File: config.mk
export PLATFORM = sky130hd
export DESIGN_NAME = dco_array_flat
export DESIGN_NICKNAME = d
export VERILOG_FILES = /design/src/rtl/dco_pkg.sv /design/src/rtl/dco_if.sv /design/src/rtl/dco_channel.sv /design/src/rtl/dco_array.sv /design/src/flat_wrapper.sv
export SDC_FILE = /design/constraint.sdc
export NUM_CORES = 1
export LEC_CHECK = 0
export CORE_MARGIN = 1
export CORE_UTILIZATION = 60
export CTS_BUF_LIST = sky130_fd_sc_hd__clkbuf_8
export DETAILED_ROUTE_END_ITERATION = 12
export PLACE_DENSITY = 0.77
export RECOVER_POWER = 100
export SETUP_SLACK_MARGIN = 0.1
export SYNTH_ARGS = -nofsm -noshare
export SYNTH_HDL_FRONTEND = slang
export SYNTH_HIERARCHICAL = 1
export SYNTH_SLANG_ARGS = --single-unit
File: constraint.sdc
create_clock -name clk -period 5.9 [get_ports clk]
set_input_delay 1.18 -clock clk [delete_from_list [all_inputs] [get_ports clk]]
set_output_delay 1.18 -clock clk [all_outputs]
set_load 0.02 [all_outputs]
File: src/rtl/dco_pkg.sv
`default_nettype none
// ============================================================================
// Module      : dco_pkg
// Description : Shared constants and helpers for the dco_array oscillator bank.
// Revision    : 1.0 - initial release
// ============================================================================
package dco_pkg;

    localparam bit DCO_BINARY = 1'b0;
    localparam bit DCO_ONEHOT = 1'b1;

    // Counter reload value: half-period minus one, with code 0 mapping to 0
    // so an idle code reloads a zero counter.
    function automatic logic [31:0] half_period(input logic [31:0] code, input bit mode);
        logic [31:0] r;
        r = '0;
        if (code != '0) begin
            if (mode == DCO_BINARY) begin
                r = code - 32'd1;
            end else begin
                for (int k = 0; k < 32; k++) begin
                    if (code[k]) r = (32'd1 << k) - 32'd1;
                end
            end
        end
        return r;
    endfunction

    function automatic int sel_width(input int nch);
        return (nch <= 1) ? 1 : $clog2(nch);
    endfunction

endpackage : dco_pkg
`default_nettype wire

File: src/rtl/dco_if.sv
`default_nettype none
// ============================================================================
// Module      : dco_if
// Description : Code-write and oscillator-output bundle for dco_array.
// Revision    : 1.0 - initial release
// ============================================================================
interface dco_if
    import dco_pkg::*;
#(
    parameter int CODE_W = 8,
    parameter int NCH    = 2
) ();

    localparam int c_SEL_W = sel_width(NCH);

    logic                ena;
    logic [CODE_W-1:0]   code_in;
    logic [c_SEL_W-1:0]  ch_sel;
    logic                code_wr;
    logic [NCH-1:0]      dco_out;
    logic [NCH-1:0]      tick;
    logic [NCH-1:0]      pending;

    modport master (
        output ena, code_in, ch_sel, code_wr,
        input  dco_out, tick, pending
    );

    modport slave (
        input  ena, code_in, ch_sel, code_wr,
        output dco_out, tick, pending
    );

endinterface : dco_if
`default_nettype wire

File: src/rtl/dco_channel.sv
`default_nettype none
// ============================================================================
// Module      : dco_channel
// Description : One oscillator: active/shadow code, down-counter, output level.
// Revision    : 1.0 - initial release
// ============================================================================
module dco_channel
    import dco_pkg::*;
#(
    parameter int CODE_W = 8,
    parameter bit MODE   = DCO_BINARY
) (
    input  wire logic              clk,
    input  wire logic              rst_n,
    input  wire logic              ena,
    input  wire logic              wr,
    input  wire logic [CODE_W-1:0] code,
    output logic                   out,
    output logic                   tick,
    output logic                   pending
);

    logic [CODE_W-1:0] r_active;
    logic [CODE_W-1:0] r_shadow;
    logic              r_pend;
    logic [CODE_W-1:0] r_cnt;
    logic              r_out;
    logic              r_tick;

    logic [CODE_W-1:0] w_next;
    logic [CODE_W-1:0] w_hp;

    always_comb begin
        w_next = r_pend ? r_shadow : r_active;
        w_hp   = CODE_W'(half_period(32'(w_next), MODE));
    end

    always_ff @(posedge clk) begin
        if (!rst_n) begin
            r_active <= '0;
            r_shadow <= '0;
            r_pend   <= 1'b0;
            r_cnt    <= '0;
            r_out    <= 1'b0;
            r_tick   <= 1'b0;
        end else begin
            r_tick <= 1'b0;
            if (ena) begin
                if (r_active == '0) begin
                    // Idle: adopt any pending code, output stays low.
                    r_out    <= 1'b0;
                    r_active <= w_next;
                    r_cnt    <= w_hp;
                    r_pend   <= 1'b0;
                end else if (r_cnt != '0) begin
                    r_cnt <= r_cnt - CODE_W'(1);
                end else begin
                    r_active <= w_next;
                    r_pend   <= 1'b0;
                    if (w_next != '0) begin
                        r_out  <= ~r_out;
                        r_tick <= 1'b1;
                        r_cnt  <= w_hp;
                    end else begin
                        r_out  <= 1'b0;
                        r_cnt  <= '0;
                        r_tick <= r_out;
                    end
                end
            end
            // Placed last so a write on a boundary edge stays pending for the next one.
            if (wr) begin
                r_shadow <= code;
                r_pend   <= 1'b1;
            end
        end
    end

    assign out     = r_out;
    assign tick    = r_tick;
    assign pending = r_pend;

endmodule : dco_channel
`default_nettype wire

File: src/rtl/dco_array.sv
`default_nettype none
// ============================================================================
// Module      : dco_array
// Description : NCH glitch-free digitally controlled oscillators with shadowed codes.
// Revision    : 1.0 - initial release
// ============================================================================
module dco_array
    import dco_pkg::*;
#(
    parameter int CODE_W = 8,
    parameter int NCH    = 2,
    parameter int ONEHOT = 0
) (
    input  wire logic clk,
    input  wire logic rst_n,
    dco_if.slave      bus
);

    localparam int c_SEL_W = sel_width(NCH);
    localparam bit c_MODE  = (ONEHOT != 0) ? DCO_ONEHOT : DCO_BINARY;

    logic [NCH-1:0] w_wr;
    logic [NCH-1:0] w_out;
    logic [NCH-1:0] w_tick;
    logic [NCH-1:0] w_pend;

    generate
        for (genvar i = 0; i < NCH; i++) begin : g_ch
            // Selects outside 0..NCH-1 match no channel and are dropped.
            assign w_wr[i] = bus.code_wr && (bus.ch_sel == c_SEL_W'(i));

            dco_channel #(
                .CODE_W (CODE_W),
                .MODE   (c_MODE)
            ) u_ch (
                .clk     (clk),
                .rst_n   (rst_n),
                .ena     (bus.ena),
                .wr      (w_wr[i]),
                .code    (bus.code_in),
                .out     (w_out[i]),
                .tick    (w_tick[i]),
                .pending (w_pend[i])
            );
        end
    endgenerate

    assign bus.dco_out = w_out;
    assign bus.tick    = w_tick;
    assign bus.pending = w_pend;

endmodule : dco_array
`default_nettype wire

File: src/flat_wrapper.sv
// flat-port wrapper written by rule: the top's interface ports become plain ports
module dco_array_flat import dco_pkg::*;
#(
    parameter int CODE_W = 8,
    parameter int NCH    = 2,
    parameter int ONEHOT = 0
)
  (clk, rst_n, bus_ena, bus_code_in, bus_ch_sel, bus_code_wr, bus_dco_out, bus_tick, bus_pending);
  dco_if #(.CODE_W(CODE_W), .NCH(NCH)) bus_i ();
  input  wire logic clk;
  input  wire logic rst_n;
  input wire logic [$bits(bus_i.ena)-1:0] bus_ena;
  input wire logic [$bits(bus_i.code_in)-1:0] bus_code_in;
  input wire logic [$bits(bus_i.ch_sel)-1:0] bus_ch_sel;
  input wire logic [$bits(bus_i.code_wr)-1:0] bus_code_wr;
  output wire logic [$bits(bus_i.dco_out)-1:0] bus_dco_out;
  output wire logic [$bits(bus_i.tick)-1:0] bus_tick;
  output wire logic [$bits(bus_i.pending)-1:0] bus_pending;
  assign bus_i.ena = bus_ena;
  assign bus_i.code_in = bus_code_in;
  assign bus_i.ch_sel = bus_ch_sel;
  assign bus_i.code_wr = bus_code_wr;
  assign bus_dco_out = bus_i.dco_out;
  assign bus_tick = bus_i.tick;
  assign bus_pending = bus_i.pending;
  dco_array #(.CODE_W(CODE_W), .NCH(NCH), .ONEHOT(ONEHOT)) u_core (.clk(clk), .rst_n(rst_n), .bus(bus_i));
endmodule
==> results.toml <==
[critical_path]
r2r_setup_slack_ns = 2.63
critPathArrivalTime_ns = 3.64
r2r_start = "u_core/g_ch[0].u_ch/pending$_SDFFE_PN0P_"
path_max_fanout = 34
crit_type = "input pin to flip-flop"
worstPathRequired_ns = 6.08
r2r_end = "u_core/g_ch[0].u_ch/r_cnt[2]$_SDFFE_PN0P_"
reg2reg_depth = 7
worstSetupStartpointType = "input pin"
end_kind = "flip-flop"

[floorplan]
rows = 26
die_y_um = 75.2
die_area_um2 = 5650
io_pins = 19
initial_core_util = 0.625
core-area_um2 = 5140
die_width_um = 75.2

[timing]
slew_headroom = 0.263
fin_crit_ns = 3.46
rsz0062_at_grt = "false"
finClkSkew_ns = 0.00866
post-route-period-util = 0.586
fin_setup_tns_ns = 0
hold_viol_final = 0
slew_violations = 0
max_freq_mhz = 289
setup_viol = 0
worst_pin_slew_ns = 1.10

[place]
port_buffers = 18
place_hpwl_um = 4990
dp.cells = 433
gp_congestion = 0.928

[yosys]
ys_ff_latch = 54
yosysWarnings = 6
syn_inst = 362
avgSynthCellArea_um2 = 8.87
ys_async_sr_fraction = 0
synthFlopType = "dfxtp_1"
synth.net_count = 383
yosysSeqAreaShare = 0.337
synth-edff-count = 0
syn_area_um2 = 3210
synth_cell_types = 49

[power]
power.leakage_nw = 1.41
p_switching_uw = 692
peakVddDrop_v = 0.000220
power.share.clock = 0.148
p_per_area_nw_per_um2 = 464
seq_power_share = 0.319
switching_share = 0.425
combPwrFrac = 0.533
p_int_uw = 938

[routing]
ant_nets = 0
vias = 2744
totalWireLength_um = 7170
dr.pass1.iters = 5
wl_per_cell_um = 16.2
drt_iter0_drc = 185
drcViolationCount = 0
routed_via_density = 6.22

[global_routing]
track_usage = 0.273
antenna_found_initial = 0
overflow = 0
grt_max_degree = 35
grt_pass1_wl_um = 11800
grt_pass1_vias = 2431

[clocking]
cts_tree = "built"
cts_buffers = 5
hold_buffers = 0
post_cts_resize_count = 0
clock-sinks = 54
path_clk_slew_ns = 0.10
cts_setup_buffers = 0
clk_latency_ns = 0.31
cts-root-buf = "clkbuf_8"
ctsLongestPathBuffers = 2
cts-htree-levels = 2

[finish]
multi_input_area_um2 = 2030
diodes = 0
fillCellCount = 464
drive_above_1_share = 0.0809
final_nets = 391
stdcell_count = 441
seqCellArea_um2 = 1080
synthToLayoutAreaGrowth_pct = 9.51

[run]
timing.max_cap.violations = 0

[worst_hold_path]
hold_path_startpoint = "u_core/g_ch[0].u_ch/out$_SDFFE_PN0P_"
hold_end = "u_core/g_ch[0].u_ch/out$_SDFFE_PN0P_"
whs_path_depth = 2
hold_class = "flip-flop to flip-flop"

[run_status]
status = "finished, final reports clean"
## layout by cell type, fill, tap and decap left out, types with 4 or more instances in the layout
cell type	count
or3_1	12
mux2i_1	42
xnor2_1	8
or3b_2	4
clkdlybuf4s50_1	10
or4_1	4
nand2_1	16
dlygate4sd3_1	8
ha_1	8
nor3_1	12
a31oi_1	12
nor4b_1	4
a211oi_1	6
inv_1	8
clkbuf_8	5
o31ai_1	6
o211ai_1	4
nor3b_1	4
nor2_1	36
nand3_1	12
a21oi_1	14
xor2_1	6
dfxtp_1	54
nand3b_1	4
and2_1	6
or4b_2	6
o21ai_0	14
## power by group through the flow
stage | Clock, mW | Sequential (mW) | Combinational [mW]
final | 0.242 | 0.519 | 0.869
after detailed placement | 0 | 0.525 | 0.853
after floorplan | 0 | 0.504 | 0.698
after CTS | 0.248 | 0.518 | 0.863
after global routing | 0.260 | 0.532 | 0.962
after global placement | 0 | 0.523 | 0.843
## worst max path at each step
| stage | depth (start not counted) | endpoint | startpoint |
|---|---|---|---|
| final | 5 | u_core/g_ch[1].u_ch/r_active[2]$_SDFFE_PN0P_ | bus_ena |
| after global routing | 5 | u_core/g_ch[1].u_ch/r_active[6]$_SDFFE_PN0P_ | bus_ena |
| after CTS | 7 | u_core/g_ch[0].u_ch/r_cnt[6]$_SDFFE_PN0P_ | u_core/g_ch[0].u_ch/pending$_SDFFE_PN0P_ |
| after detailed placement | 5 | u_core/g_ch[1].u_ch/r_active[2]$_SDFFE_PN0P_ | bus_ena |
| after global placement | 5 | u_core/g_ch[1].u_ch/r_active[2]$_SDFFE_PN0P_ | bus_ena |
| after floorplan | 10 | u_core/g_ch[0].u_ch/out$_SDFFE_PN0P_ | u_core/g_ch[0].u_ch/pending$_SDFFE_PN0P_ |
## state kept, by name (all words and copies together) (netlist names)
name                       flops
u_core/g_ch.u_ch/r_cnt        16
u_core/g_ch.u_ch/r_active     16
u_core/g_ch.u_ch/pending       2
u_core/g_ch.u_ch/tick          2
u_core/g_ch.u_ch/out           2
u_core/g_ch.u_ch/r_shadow     16
## routing by layer
metal | GRT usage | part of all wire
met1 | 0.411 | 0.50
met2 | 0.414 | 0.46
met3 | 0.0442 | 0.042
met4 | 0.0473 | 0.0056
met5 | 0 | 0
## cell families (layout without fill, tap and decap cells)
kind of cell,count (synthesis),count (layout),share of synthesized area
flip-flops,54,54,0.337
adder cells (fa/ha/maj),8,8,0.0312
buffers and inverters,26,35,0.0319
multiplexers,44,44,0.138
XOR/XNOR,14,14,0.0382
AO/OA/AOI/OAI,70,70,0.143
AND/OR/NAND/NOR,146,146,0.281
## layout make-up
type                    count  share of cell area
clock inverters             3              0.0107
flip-flops and latches     54               0.307
repair buffers             19              0.0523
multi-input cells         282               0.577
clock buffers               5              0.0196
well taps                  70              0.0249
inverters                   8             0.00854
## per-stage QoR
| step | worst slack (ns) | utilization | power, mW | hold WS (ns) | instance area, um^2 |
|---|---|---|---|---|---|
| floorplan | 2.78 | - | 1.20 | 0.493 | 3210 |
| global placement | 2.48 | 0.664 | 1.37 | 0.481 | 3410 |
| detailed placement | 2.45 | 0.664 | 1.38 | 0.487 | 3410 |
| CTS | 2.69 | 0.685 | 1.63 | 0.503 | 3520 |
| global route | 2.27 | 0.684 | 1.75 | 0.555 | 3520 |
| finish | 2.44 | 0.684 | 1.63 | 0.504 | 3520 |
## synth_stat cells (all sizes together) (8+ instances only)
master  number  area share
dfxtp       54        0.34
mux2i       42        0.13
nor2        36       0.042
nand2       16       0.019
o21ai       16       0.027
a21oi       14       0.022
nor3        14       0.029
a31oi       12       0.023
nand3       12       0.019
or3         12       0.023
clkbuf      10       0.012
and2         9       0.018
buf          8       0.011
ha           8       0.031
or4b         8       0.025
xnor2        8       0.022
## worst max-delay path, stage by stage
cell           delay [ns]
dlygate4sd3_1        1.26
clkbuf_1             0.45
o211ai_1             0.40
mux2i_1              0.27
nor2_1               0.06
(Power assumes the default switching activity.)
